File: src/rtl/bus_arbiter_pkg.sv
// Shared CPU definitions: arbiter FSM states, access mask encodings and the
// default memory read latency.
package bus_arbiter_pkg;

  localparam int unsigned MEM_LATENCY_DEFAULT = 1;

  localparam logic [2:0] RDMASK_NONE = 3'b000;
  localparam logic [2:0] RDMASK_B    = 3'b001;
  localparam logic [2:0] RDMASK_H    = 3'b010;
  localparam logic [2:0] RDMASK_W    = 3'b100;

  localparam logic [1:0] WRMASK_NONE = 2'b00;
  localparam logic [1:0] WRMASK_B    = 2'b01;
  localparam logic [1:0] WRMASK_H    = 2'b10;
  localparam logic [1:0] WRMASK_W    = 2'b11;

  typedef enum logic [1:0] {
    ST_IDLE   = 2'd0,
    ST_ACCESS = 2'd1,
    ST_WAIT   = 2'd2,
    ST_RESP   = 2'd3
  } arb_state_e;

endpackage

File: src/rtl/bus_arbiter.sv
// Two-requester round-robin memory arbiter (CPU core and debug/DMA port).
//
// state     | meaning
// ----------+--------------------------------------------------------------
// ST_IDLE   | no transaction; arbitrate, latch winner's fields on a request
// ST_ACCESS | one cycle; winner's grant pulse, memory bus driven
// ST_WAIT   | MEM_LATENCY cycles; memory bus held, read data captured at end
// ST_RESP   | one cycle; owner's completion pulse, o_rdata valid
module bus_arbiter
  import bus_arbiter_pkg::*;
#(
  parameter int unsigned MEM_LATENCY = MEM_LATENCY_DEFAULT
) (
  input  logic        sys_clk,
  input  logic        i_reset,
  input  logic        i_req0,
  input  logic        i_req1,
  input  logic [31:0] i_addr0,
  input  logic [31:0] i_addr1,
  input  logic [31:0] i_wdata0,
  input  logic [31:0] i_wdata1,
  input  logic [2:0]  i_rd_mask0,
  input  logic [2:0]  i_rd_mask1,
  input  logic [1:0]  i_wr_mask0,
  input  logic [1:0]  i_wr_mask1,
  output logic        o_gnt0,
  output logic        o_gnt1,
  output logic        o_rvalid0,
  output logic        o_rvalid1,
  output logic [31:0] o_rdata,
  output logic [31:0] o_mem_addr,
  output logic [31:0] o_mem_wr_data,
  output logic [2:0]  o_mem_rd_mask,
  output logic [1:0]  o_mem_wr_mask,
  input  logic [31:0] i_mem_rd_data
);

  arb_state_e  state, state_nxt;
  logic        last_gnt;   // also identifies the current transaction owner
  logic [3:0]  lat_cnt;
  logic [31:0] addr_q, wdata_q;
  logic [2:0]  rd_mask_q;
  logic [1:0]  wr_mask_q;
  logic        win1, take, wait_done;
  logic [2:0]  rd_sel;
  logic [1:0]  wr_sel;

  // requester 1 wins if alone, or if both ask and 0 had the last grant
  assign win1   = i_req1 & (~i_req0 | ~last_gnt);
  assign rd_sel = win1 ? i_rd_mask1 : i_rd_mask0;
  assign wr_sel = win1 ? i_wr_mask1 : i_wr_mask0;

  assign o_mem_addr    = addr_q;
  assign o_mem_wr_data = wdata_q;

  // state register, reset aborts any transaction immediately
  always_ff @(posedge sys_clk or posedge i_reset) begin
    if (i_reset) state <= ST_IDLE;
    else         state <= state_nxt;
  end

  // next state and state-decoded outputs
  always_comb begin
    state_nxt     = state;
    take          = 1'b0;
    wait_done     = 1'b0;
    o_gnt0        = 1'b0;
    o_gnt1        = 1'b0;
    o_rvalid0     = 1'b0;
    o_rvalid1     = 1'b0;
    o_mem_rd_mask = RDMASK_NONE;
    o_mem_wr_mask = WRMASK_NONE;
    case (state)
      ST_IDLE: begin
        if (i_req0 | i_req1) begin
          take      = 1'b1;
          state_nxt = ST_ACCESS;
        end
      end
      ST_ACCESS: begin
        o_gnt0        = ~last_gnt;
        o_gnt1        = last_gnt;
        o_mem_rd_mask = rd_mask_q;
        o_mem_wr_mask = wr_mask_q;
        state_nxt     = ST_WAIT;
      end
      ST_WAIT: begin
        o_mem_rd_mask = rd_mask_q;
        o_mem_wr_mask = wr_mask_q;
        if (lat_cnt == 4'd1) begin
          wait_done = 1'b1;
          state_nxt = ST_RESP;
        end
      end
      ST_RESP: begin
        o_rvalid0 = ~last_gnt;
        o_rvalid1 = last_gnt;
        state_nxt = ST_IDLE;
      end
      default: state_nxt = ST_IDLE;
    endcase
  end

  // latched request, grant pointer, latency down-counter and read data
  always_ff @(posedge sys_clk or posedge i_reset) begin
    if (i_reset) begin
      last_gnt  <= 1'b1;
      lat_cnt   <= 4'd0;
      addr_q    <= '0;
      wdata_q   <= '0;
      rd_mask_q <= RDMASK_NONE;
      wr_mask_q <= WRMASK_NONE;
      o_rdata   <= '0;
    end else begin
      if (take) begin
        last_gnt  <= win1;
        addr_q    <= win1 ? i_addr1 : i_addr0;
        wdata_q   <= win1 ? i_wdata1 : i_wdata0;
        wr_mask_q <= wr_sel;
        // a write wins over a simultaneous read
        rd_mask_q <= (wr_sel != WRMASK_NONE) ? RDMASK_NONE : rd_sel;
        lat_cnt   <= 4'(MEM_LATENCY);
      end else if (state == ST_WAIT) begin
        lat_cnt <= lat_cnt - 4'd1;
      end
      if (wait_done)
        o_rdata <= (rd_mask_q != RDMASK_NONE) ? i_mem_rd_data : '0;
    end
  end

endmodule

File: config.mk
export PLATFORM = sky130hd
export DESIGN_NAME = bus_arbiter
export DESIGN_NICKNAME = d
export VERILOG_FILES = /design/src/rtl/bus_arbiter_pkg.sv /design/src/rtl/bus_arbiter.sv
export SDC_FILE = /design/constraint.sdc
export NUM_CORES = 1
export LEC_CHECK = 0
export ABC_AREA = 1
export CORE_AREA = 2 2 108 110
export CTS_CLUSTER_DIAMETER = 60
export DETAILED_ROUTE_END_ITERATION = 10
export DIE_AREA = 0 0 110 112
export DONT_BUFFER_PORTS = 1
export MAX_ROUTING_LAYER = met4
export PLACE_DENSITY_LB_ADDON = 0.1
export SETUP_SLACK_MARGIN = 0.5
export SLEW_MARGIN = 20
export SYNTH_ARGS = -nofsm -noshare
export SYNTH_HDL_FRONTEND = slang
export SYNTH_SLANG_ARGS = --single-unit
File: constraint.sdc
create_clock -name sys_clk -period 4.5 [get_ports sys_clk]
set_input_delay 0.9 -clock sys_clk [delete_from_list [all_inputs] [get_ports sys_clk]]
set_output_delay 0.9 -clock sys_clk [all_outputs]
set_load 0.05 [all_outputs]
# After elaboration in Yosys (flattened, before gate mapping)
# Index checks and enable logic that the tools add are counted.
[op_classes] bitwise_logic=5 muxes=21 addsub=1 n_reduce_logical=6 eq_ne=6
[ops] operator="32-bit 2-to-1 mux" count=3
[ops] operator="3-bit 2-to-1 mux" count=3
[ops] operator="1-bit 2-to-1 mux" count=8
[ops] operator="2-bit 2-to-1 mux" count=4
[ops] operator="4-bit 2-to-1 mux" count=2
[ops] operator="2-bit case mux with 4 select lines" count=1
[ops] operator="2-bit == test (second input constant)" count=2
[ops] operator="4-bit by 1-bit == test with 1-bit output (second input constant)" count=1
[ops] operator="2-bit inequality test (second input constant)" count=2
[ops] operator="2-bit nonzero test" count=2
[ops] operator="4-bit by 1-bit subtractor with 4-bit output (second input constant)" count=1
[ops] operator="3-bit nonzero test" count=1
[ops] operator="2-bit by 1-bit == test with 1-bit output (second input constant)" count=1
[ops] operator="2-bit logical NOT" count=1
[ops] operator="1-bit inverter" count=2
[ops] operator="1-bit OR" count=2
[ops] operator="2-bit AND reduction" count=1
[ops] operator="2-bit OR reduction" count=1
[ops] operator="1-bit bitwise AND" count=1
[word_totals] elab_cells=47 in_bits=174 ff_bits=108

# Longest topological paths before layout
[logic_depth] word_depth=6 ltp_mapped=8 ltp_nobuf=7

# Worst setup path after synthesis
# Ideal clock, no wire load.
[synth_timing] path_type="reg2out" from="register state[1]" to="output port o_gnt0" path_stages_with_launch=5 slack_ns=2.308 required_ns=3.600 t_arrival_ns=1.292 cell_sequence="dfrtp_1 -> inv_1 -> ha_1 -> inv_1 -> nor2_1"
[synth_between] elab_chain_len=2
[synth_lines] item="start, declared" line_no="bus_arbiter.sv:38" text="arb_state_e state, state_nxt;"
[synth_lines] item="start signal, assigned" line_no="bus_arbiter.sv:59" text="else state <= state_nxt;"
[synth_lines] item="2-bit by 1-bit == test with 1-bit output" line_no="bus_arbiter.sv:73" text="case (state)"
[synth_lines] item="1-bit 2-to-1 mux" line_no="bus_arbiter.sv:73"
[synth_lines] item="end, declared" line_no="bus_arbiter.sv:26" text="output logic o_gnt0,"
# Every way passes these cells.

# Worst setup path after layout
# Same ends and word-level chain as after synthesis.

==> results.json <==
{
  "die_h_um": 112,
  "num-fill-cells": 1105,
  "die_area_mm2": 0.0123,
  "fin_setup_tns_ns": 0,
  "crit_type": "reg -> out",
  "antenna_found_initial": 0,
  "synth-seq-cells": 108,
  "drc": 0,
  "synth.avg_cell_area_um2": 8.51,
  "power_density_mw_per_mm2": 980,
  "layout.nets": 760,
  "dpl_cell_area_mm2": 0.00518,
  "rsz0062_at_grt": "false",
  "path_max_fanout": 4,
  "ant_nets": 0,
  "wl_um": 13200,
  "ir_drop_v": 0.000458,
  "drt_iter0_markers": 321,
  "area.growth.synth_to_final_pct": 5.13,
  "dp_hpwl_um": 8980,
  "drive_gt1_share_pct": 4.96,
  "overflow": 0,
  "grt_max_degree": 131,
  "std_cell_rows": 39,
  "hold_violations": 0,
  "crit_arrival_ns": 1.72,
  "grt_pass1_vias": 4191,
  "wl_per_cell_um": 18.1,
  "reg2reg_setup_slack_ns": 2.35,
  "cap_violations": 0,
  "cts_hold_buf": 0,
  "gp_congestion": 0.827,
  "top_level_ports": 279,
  "status": "completed",
  "htree_levels": 3,
  "cts_max_path_buffers": 2,
  "diodes": 0,
  "crit_required_ns": 3.60,
  "core_area_mm2": 0.0112,
  "yosys_warnings": 0,
  "track_usage_pct": 22.5,
  "clock_latency_ns": 0.35,
  "setup_viol_count_final": 0,
  "post_cts_resized": 0,
  "cts.root.buffer_cell": "clkbuf_16",
  "drv_slew": 0,
  "cp-end-kind": "primary output",
  "start_kind": "flop",
  "post-route-util_pct": 48.9,
  "hold_class": "reg -> reg",
  "period_share_pct": 58.2,
  "clk_pin_slew_ns": 0.07,
  "syn_inst": 611,
  "cts_tree": "yes",
  "syn_nets": 791,
  "fmax_mhz": 382,
  "worstMarginPinSlew_ns": 0.966,
  "p_leak_nw": 2.42,
  "io_buffers": 0,
  "die_w_um": 110,
  "cts.sinks": 108,
  "period_minus_slack_ns": 2.62,
  "dr_total_vias": 4180,
  "post_cts_buffers": 0,
  "grt_pass1_wl_um": 21000,
  "avgViaCountPerCell": 5.74,
  "synth_cell_types": 22,
  "dr.pass1.iters": 4,
  "initial_core_util_pct": 46.5,
  "final_area_mm2": 0.00547,
  "syn-cell-area_mm2": 0.00520,
  "cts_inserted_buffers": 9,
  "finalClockSkew_ns": 0.00654,
  "maxSlewHeadroom_pct": 35.5,
  "seq_area_frac_synth_pct": 52.0
}
## state kept, by name (all words and copies together), names as in the netlist
register       flops
rd_mask_q          3
state              2
wr_mask_q          2
lat_cnt            4
o_mem_wr_data     32
o_mem_addr        32
last_gnt           1
o_rdata           32
## metrics by stage
stage	instances	setup slack [ns]	power [mW]	hold slack [ns]
final	728	1.88	5.36	0.507
after floorplan	611	0.756	4.36	0.449
after global placement	712	2.03	4.59	0.492
after detailed placement	712	1.98	4.66	0.492
after global routing	728	1.79	5.71	0.544
after CTS	728	1.85	5.41	0.511
## Yosys cell counts
| library cell | instances | area [um2] |
|---|---|---|
| dfstp_2 | 1 | 26.3 |
| dfrtp_1 | 107 | 2680 |
| o21ai_1 | 35 | 175 |
| nand3b_1 | 3 | 22.5 |
| a31oi_1 | 1 | 6.26 |
| o21a_1 | 64 | 480 |
| o21ai_4 | 1 | 16.3 |
| nand2_2 | 2 | 12.5 |
| buf_4 | 2 | 15.0 |
| buf_6 | 4 | 45.0 |
| nand4_2 | 1 | 12.5 |
| clkbuf_1 | 20 | 75.1 |
| buf_2 | 18 | 90.1 |
| o21ai_0 | 1 | 5.00 |
| buf_1 | 3 | 11.3 |
| inv_1 | 21 | 78.8 |
| nand2_1 | 172 | 646 |
| inv_2 | 2 | 7.51 |
| a21oi_1 | 2 | 10.0 |
| nand3_1 | 134 | 671 |
| ha_1 | 6 | 75.1 |
| nor2_1 | 11 | 41.3 |
## critical path, stage by stage, from the launching register on
cell	delay, ns
dfrtp_1	0.42
inv_1	0.09
ha_1	0.16
inv_1	0.04
nor2_1	0.66
## path summary, 6_finish.rpt
path / start / to / depth (start not counted)
worst max-delay path: state[1] / o_gnt0 / 4
worst min-delay path: rd_mask_q[1] / rd_mask_q[1] / 2
worst max register to register: state[0] / o_mem_addr[17] / 7
worst min register to register: rd_mask_q[1] / rd_mask_q[1] / 2
max in group asynchronous: i_reset / o_mem_wr_data[3] / 2
min in group asynchronous: i_reset / o_rdata[16] / 1
## final cells by class
type	count	area [um2]	area share, %
clock buffers	9	225	4.12
clock inverters	7	51.3	0.938
inverters	23	92.6	1.69
multi-input cells	433	2170	39.8
flip-flops and latches	108	2700	49.5
well taps	143	179	3.27
repair buffers	5	41.3	0.755
## placed cells by master (no fill, tap or decap), types with 3 or more instances in the layout
master | Yosys | routed
buf_4 | 2 | 4
clkbuf_16 | 0 | 9
clkinv_2 | 0 | 3
dfrtp_1 | 107 | 107
ha_1 | 6 | 6
inv_1 | 21 | 20
inv_6 | 0 | 3
nand2_1 | 172 | 172
nand3_1 | 134 | 134
nand3b_1 | 3 | 3
nor2_1 | 11 | 11
o21a_1 | 64 | 64
o21ai_1 | 35 | 35
## report_power, final
part	total [mW]	internal, mW	leakage (nW)	switching (mW)
Combinational	1.37	0.514	1.00	0.859
Sequential	3.23	1.41	1.29	1.82
Clock	0.753	0.379	0.132	0.374
## layer usage
| metal | share of wire (%) | global-route usage, % |
|---|---|---|
| met5 | 0 | - |
| met4 | 3.3 | 11.2 |
| met3 | 9.6 | 6.09 |
| met2 | 49 | 35.2 |
| met1 | 38 | 26.3 |
## cells by family after synthesis
| kind of cell | share of synthesized area [%] |
|---|---|
| AO/OA/AOI/OAI | 13.3 |
| adder cells (fa/ha/maj) | 1.44 |
| buffers and inverters | 6.21 |
| flip-flops | 52.0 |
| AND/OR/NAND/NOR | 27.0 |
Power figures use the tool's default switching activity.
==> RTL edit 1, RTL diff (same flow settings) <==
Re-encode `arb_state_e` (4 states) as one-hot, 4 bits wide.
--- a/src/rtl/bus_arbiter_pkg.sv
+++ b/src/rtl/bus_arbiter_pkg.sv
@@ -14,11 +14,11 @@
   localparam logic [1:0] WRMASK_H    = 2'b10;
   localparam logic [1:0] WRMASK_W    = 2'b11;
 
-  typedef enum logic [1:0] {
-    ST_IDLE   = 2'd0,
-    ST_ACCESS = 2'd1,
-    ST_WAIT   = 2'd2,
-    ST_RESP   = 2'd3
+  typedef enum logic [3:0] {
+    ST_IDLE   = 4'b0001,
+    ST_ACCESS = 4'b0010,
+    ST_WAIT   = 4'b0100,
+    ST_RESP   = 4'b1000
   } arb_state_e;
 
 endpackage
Check against the original RTL: no difference found for any inputs over 4 cycles, from zero or initial values and one cycle with i_reset high; so few cycles prove little.
==> RTL edit 1 against the unedited design <==
  * Routed wire length grew 5.3%
  * Design area grew 3.4%
  * Final cell count grew 18%
  * Critical path type unchanged
  * Power shrank 1.3%
  * Sequential cell count grew 2
  * Critical path depth grew 2
  * Area after synthesis grew 3.1%
  * Count of clock-buffer cells in the layout grew 3
  * Setup slack lost 0.57 ns
  * Combinational power shrank 5%
  * Clock skew grew 0.00059 ns
  * Via count grew 6.1%
  * Sequential power shrank 2%
==> RTL edit 1: results (changes against the unedited design) <==
nets in the synthesized netlist: 913 (+15%)
Vias per Instance: 5.18 (-9.7%)
outcome: finished clean
Worst-Margin Slew: 1.05 ns (+0.0807 ns)
GRT met2 Usage: 37.4% (+2.2 points)
global routing usage on met3: 7.26% (+1.2 points)
FF-to-FF End: o_mem_addr[29]
length of routed met3 wiring: 1.30 mm (+3.5%)
number of warnings issued by yosys: 0 (unchanged)
delay-heaviest family, CP: simple AND/OR/NAND/NOR gates
number of detailed-routing iterations run before antenna repair: 5 (+1)
maximum number of pins on one net before global-route repair: 82 (-37%)
GPL Wtd Cong: 0.801 (-3.1%)
vias in the first global route: 4209 (+0.43%)
r2r setup slk: 2.02 ns (-0.33 ns)
cell total after placement: 841 (+18%)
Post-DP HPWL: 9.61 mm (+7.0%)
fill cell count: 1121 (+1.4%)
share of the yosys chip area belonging to registers: 51.4% (-0.62 points)
Met2 Routed Length: 6.71 mm (+3.2%)
number of input and output port buffers inserted: 0 (unchanged)
wire length the detailed router placed on met1: 5.60 mm (+12%)
Wirelength per Cell: 16.2 um (-10%)
Synth cell types: 23 (+4.5%)
first-pass GRT wire length: 21.6 mm (+2.9%)
initial detailed-routing violation count: 330 (+2.8%)
maximum clock skew at final layout: 0.00713 ns (+0.000588 ns)
worst r2r src: last_gnt
area of placed instances: 0.00534 mm^2 (+3.0%)
async set or reset register ratio after synthesis: 100% (unchanged)
fraction of layout instances using a drive strength above 1: 5.19% (+0.23 points)
timing endpoint of the critical path: o_mem_wr_mask[0]
internal power consumption: 2.25 mW (-2.1%)
maximum net fanout on the critical path: 39 (+35)
Avg Synthesized Cell Area: 7.28 um^2 (-15%)
delay of the slowest critical-path stage: 0.78 ns (+0.12 ns)
overall track demand over capacity in global routing: 23.3% (+0.80 points)
GRT met1 Usage: 27.6% (+1.3 points)
total wire length: 13.9 mm (+5.3%)
leading post-synthesis cells by instance count: sky130_fd_sc_hd__nand2_1 (454), sky130_fd_sc_hd__dfrtp_1 (108), sky130_fd_sc_hd__nand3_1 (42), sky130_fd_sc_hd__o21ai_0 (33)
Synth area leaders: sky130_fd_sc_hd__dfrtp_1 (50%), sky130_fd_sc_hd__nand2_1 (32%), sky130_fd_sc_hd__nand3_1 (3.9%), sky130_fd_sc_hd__o21ai_0 (3.1%), sky130_fd_sc_hd__buf_2 (1.7%)
final net count: 885 (+16%)
leak pwr: 3.19 nW (+31%)
maximum resistive drop on vdd: 403 uV (-12%)
## RTL edit 1: cell families (layout without fill, tap and decap cells)
kind of cell / count (synthesis) / after routing / share of synthesized area (%)
AND/OR/NAND/NOR: 524 / 524 / 38.7
flip-flops: 110 / 110 / 51.4
XOR/XNOR: 1 / 1 / 0.163
AO/OA/AOI/OAI: 36 / 36 / 3.36
adder cells (fa/ha/maj): 2 / 2 / 0.467
buffers and inverters: 64 / 40 / 5.95
## RTL edit 1: area by class of cell
class	instances	area share, %
well taps	143	3.17
inverters	22	1.57
clock buffers	12	4.71
flip-flops and latches	110	48.7
clock inverters	3	0.753
multi-input cells	563	40.7
repair buffers	3	0.398
## RTL edit 1: worst min-delay path by stage
stage,startpoint,end,slack (ns),depth (start not counted)
global placement,wr_mask_q[0],wr_mask_q[0],0.47,2
CTS,wr_mask_q[0],wr_mask_q[0],0.49,2
detailed placement,rd_mask_q[1],rd_mask_q[1],0.47,2
finish,rd_mask_q[1],rd_mask_q[1],0.49,2
global route,rd_mask_q[1],rd_mask_q[1],0.51,2
floorplan,rd_mask_q[0],rd_mask_q[0],0.45,2
## RTL edit 1: stage by stage
step / util [%] / worst slack [ns]
after floorplan: - / 0.701
after global placement: 47.7 / 1.63
after detailed placement: 47.8 / 1.56
after CTS: 50.6 / 1.31
after global routing: 50.6 / 1.21
final: 50.6 / 1.31
## RTL edit 1: power by group through the flow
stage	logic (mW)	clock network [mW]	registers, mW
final	1.30	0.815	3.18
after global routing	1.53	0.883	3.23
after CTS	1.32	0.836	3.19
after detailed placement	1.32	0	3.20
after global placement	1.27	0	3.20
after floorplan	1.14	0	3.07
==> RTL edit 2, RTL diff (config.mk and constraints unchanged) <==
Made on the original files. Make the reset (`i_reset`) synchronous in 2 clocked blocks.
--- a/src/rtl/bus_arbiter.sv
+++ b/src/rtl/bus_arbiter.sv
@@ -54,7 +54,7 @@
   assign o_mem_wr_data = wdata_q;
 
   // state register, reset aborts any transaction immediately
-  always_ff @(posedge sys_clk or posedge i_reset) begin
+  always_ff @(posedge sys_clk) begin
     if (i_reset) state <= ST_IDLE;
     else         state <= state_nxt;
   end
@@ -102,7 +102,7 @@
   end
 
   // latched request, grant pointer, latency down-counter and read data
-  always_ff @(posedge sys_clk or posedge i_reset) begin
+  always_ff @(posedge sys_clk) begin
     if (i_reset) begin
       last_gnt  <= 1'b1;
       lat_cnt   <= 4'd0;
Check against the original RTL: differs if i_reset is asserted again (counterexample within 4 cycles, from zero or initial values and one cycle with i_reset high); with i_reset held inactive, the same outputs for 4 cycles.
==> RTL edit 2 against the unedited design <==
  * Design area shrank 6.1%
  * Highest routed layer unchanged
  * Routed wire length grew 3.1%
  * Sequential cell count is the same
  * First-iteration DRC count shrank 4.7%
  * Setup slack gained 0.051 ns
  * Sequential power shrank 40%
  * Area after synthesis shrank 8.1%
  * Critical path type unchanged
  * Power shrank 32%
  * Count of clock-buffer cells in the layout grew 1
==> RTL edit 2: results (changes against the unedited design) <==
Hold Path Sink: lat_cnt[1]
r2r setup slk: 2.05 ns (-0.30 ns)
overall track demand over capacity in global routing: 22.1% (-0.37 points)
fill cell count: 1141 (+3.3%)
Worst-Margin Slew: 1.11 ns (+0.141 ns)
first-pass GRT wire length: 20.7 mm (-1.4%)
post-route worst hold slack: 0.495 ns (-0.0118 ns)
worst setup slack after placement: 1.97 ns (-0.0154 ns)
final net count: 827 (+8.8%)
internal power consumption: 1.97 mW (-14%)
initial detailed-routing violation count: 306 (-4.7%)
Post-DP HPWL: 9.41 mm (+4.8%)
fraction of layout instances using a drive strength above 1: 4.45% (-0.51 points)
switching share of power: 45.9% (-11 points)
Synth cell types: 25 (+14%)
area of placed instances: 0.00477 mm^2 (-8.0%)
async set or reset register ratio after synthesis: 0% (-100 points)
wire length the detailed router placed on met1: 5.48 mm (+9.8%)
maximum number of pins on one net before global-route repair: 71 (-46%)
GRT met1 Usage: 25.2% (-1.2 points)
Avg Synthesized Cell Area: 7.04 um^2 (-17%)
outcome: finished clean
Min-Delay Startpoint: lat_cnt[1]
FF-to-FF End: o_mem_wr_data[0]
GPL Wtd Cong: 0.792 (-4.2%)
Synth Area in Adders: 1.57% (+0.13 points)
Wirelength per Cell: 17.1 um (-5.6%)
maximum clock skew at final layout: 0.00622 ns (-0.000320 ns)
==> RTL edit 2: cell types whose count changed after synthesis, moves of 5 or more <==
cell / unedited run / this run
sky130_fd_sc_hd__dfxtp_1: 0 / 108
sky130_fd_sc_hd__dfrtp_1: 107 / 0
sky130_fd_sc_hd__nor2_1: 11 / 109
sky130_fd_sc_hd__nand2_1: 172 / 90
sky130_fd_sc_hd__o21ai_0: 1 / 73
sky130_fd_sc_hd__o21a_1: 64 / 0
sky130_fd_sc_hd__nand3_1: 134 / 72
sky130_fd_sc_hd__inv_1: 21 / 59
sky130_fd_sc_hd__a21oi_1: 2 / 37
sky130_fd_sc_hd__o21ai_1: 35 / 58
sky130_fd_sc_hd__buf_4: 2 / 7
==> RTL edit 2: layout make-up <==
class,instances,area share (%)
Tap cell,143,3.49
Sequential cell,108,42.1
Clock buffer,10,4.46
Inverter,62,4.58
Timing Repair Buffer,5,0.731
Multi-Input combinational cell,461,42.0
Clock inverter,6,2.61
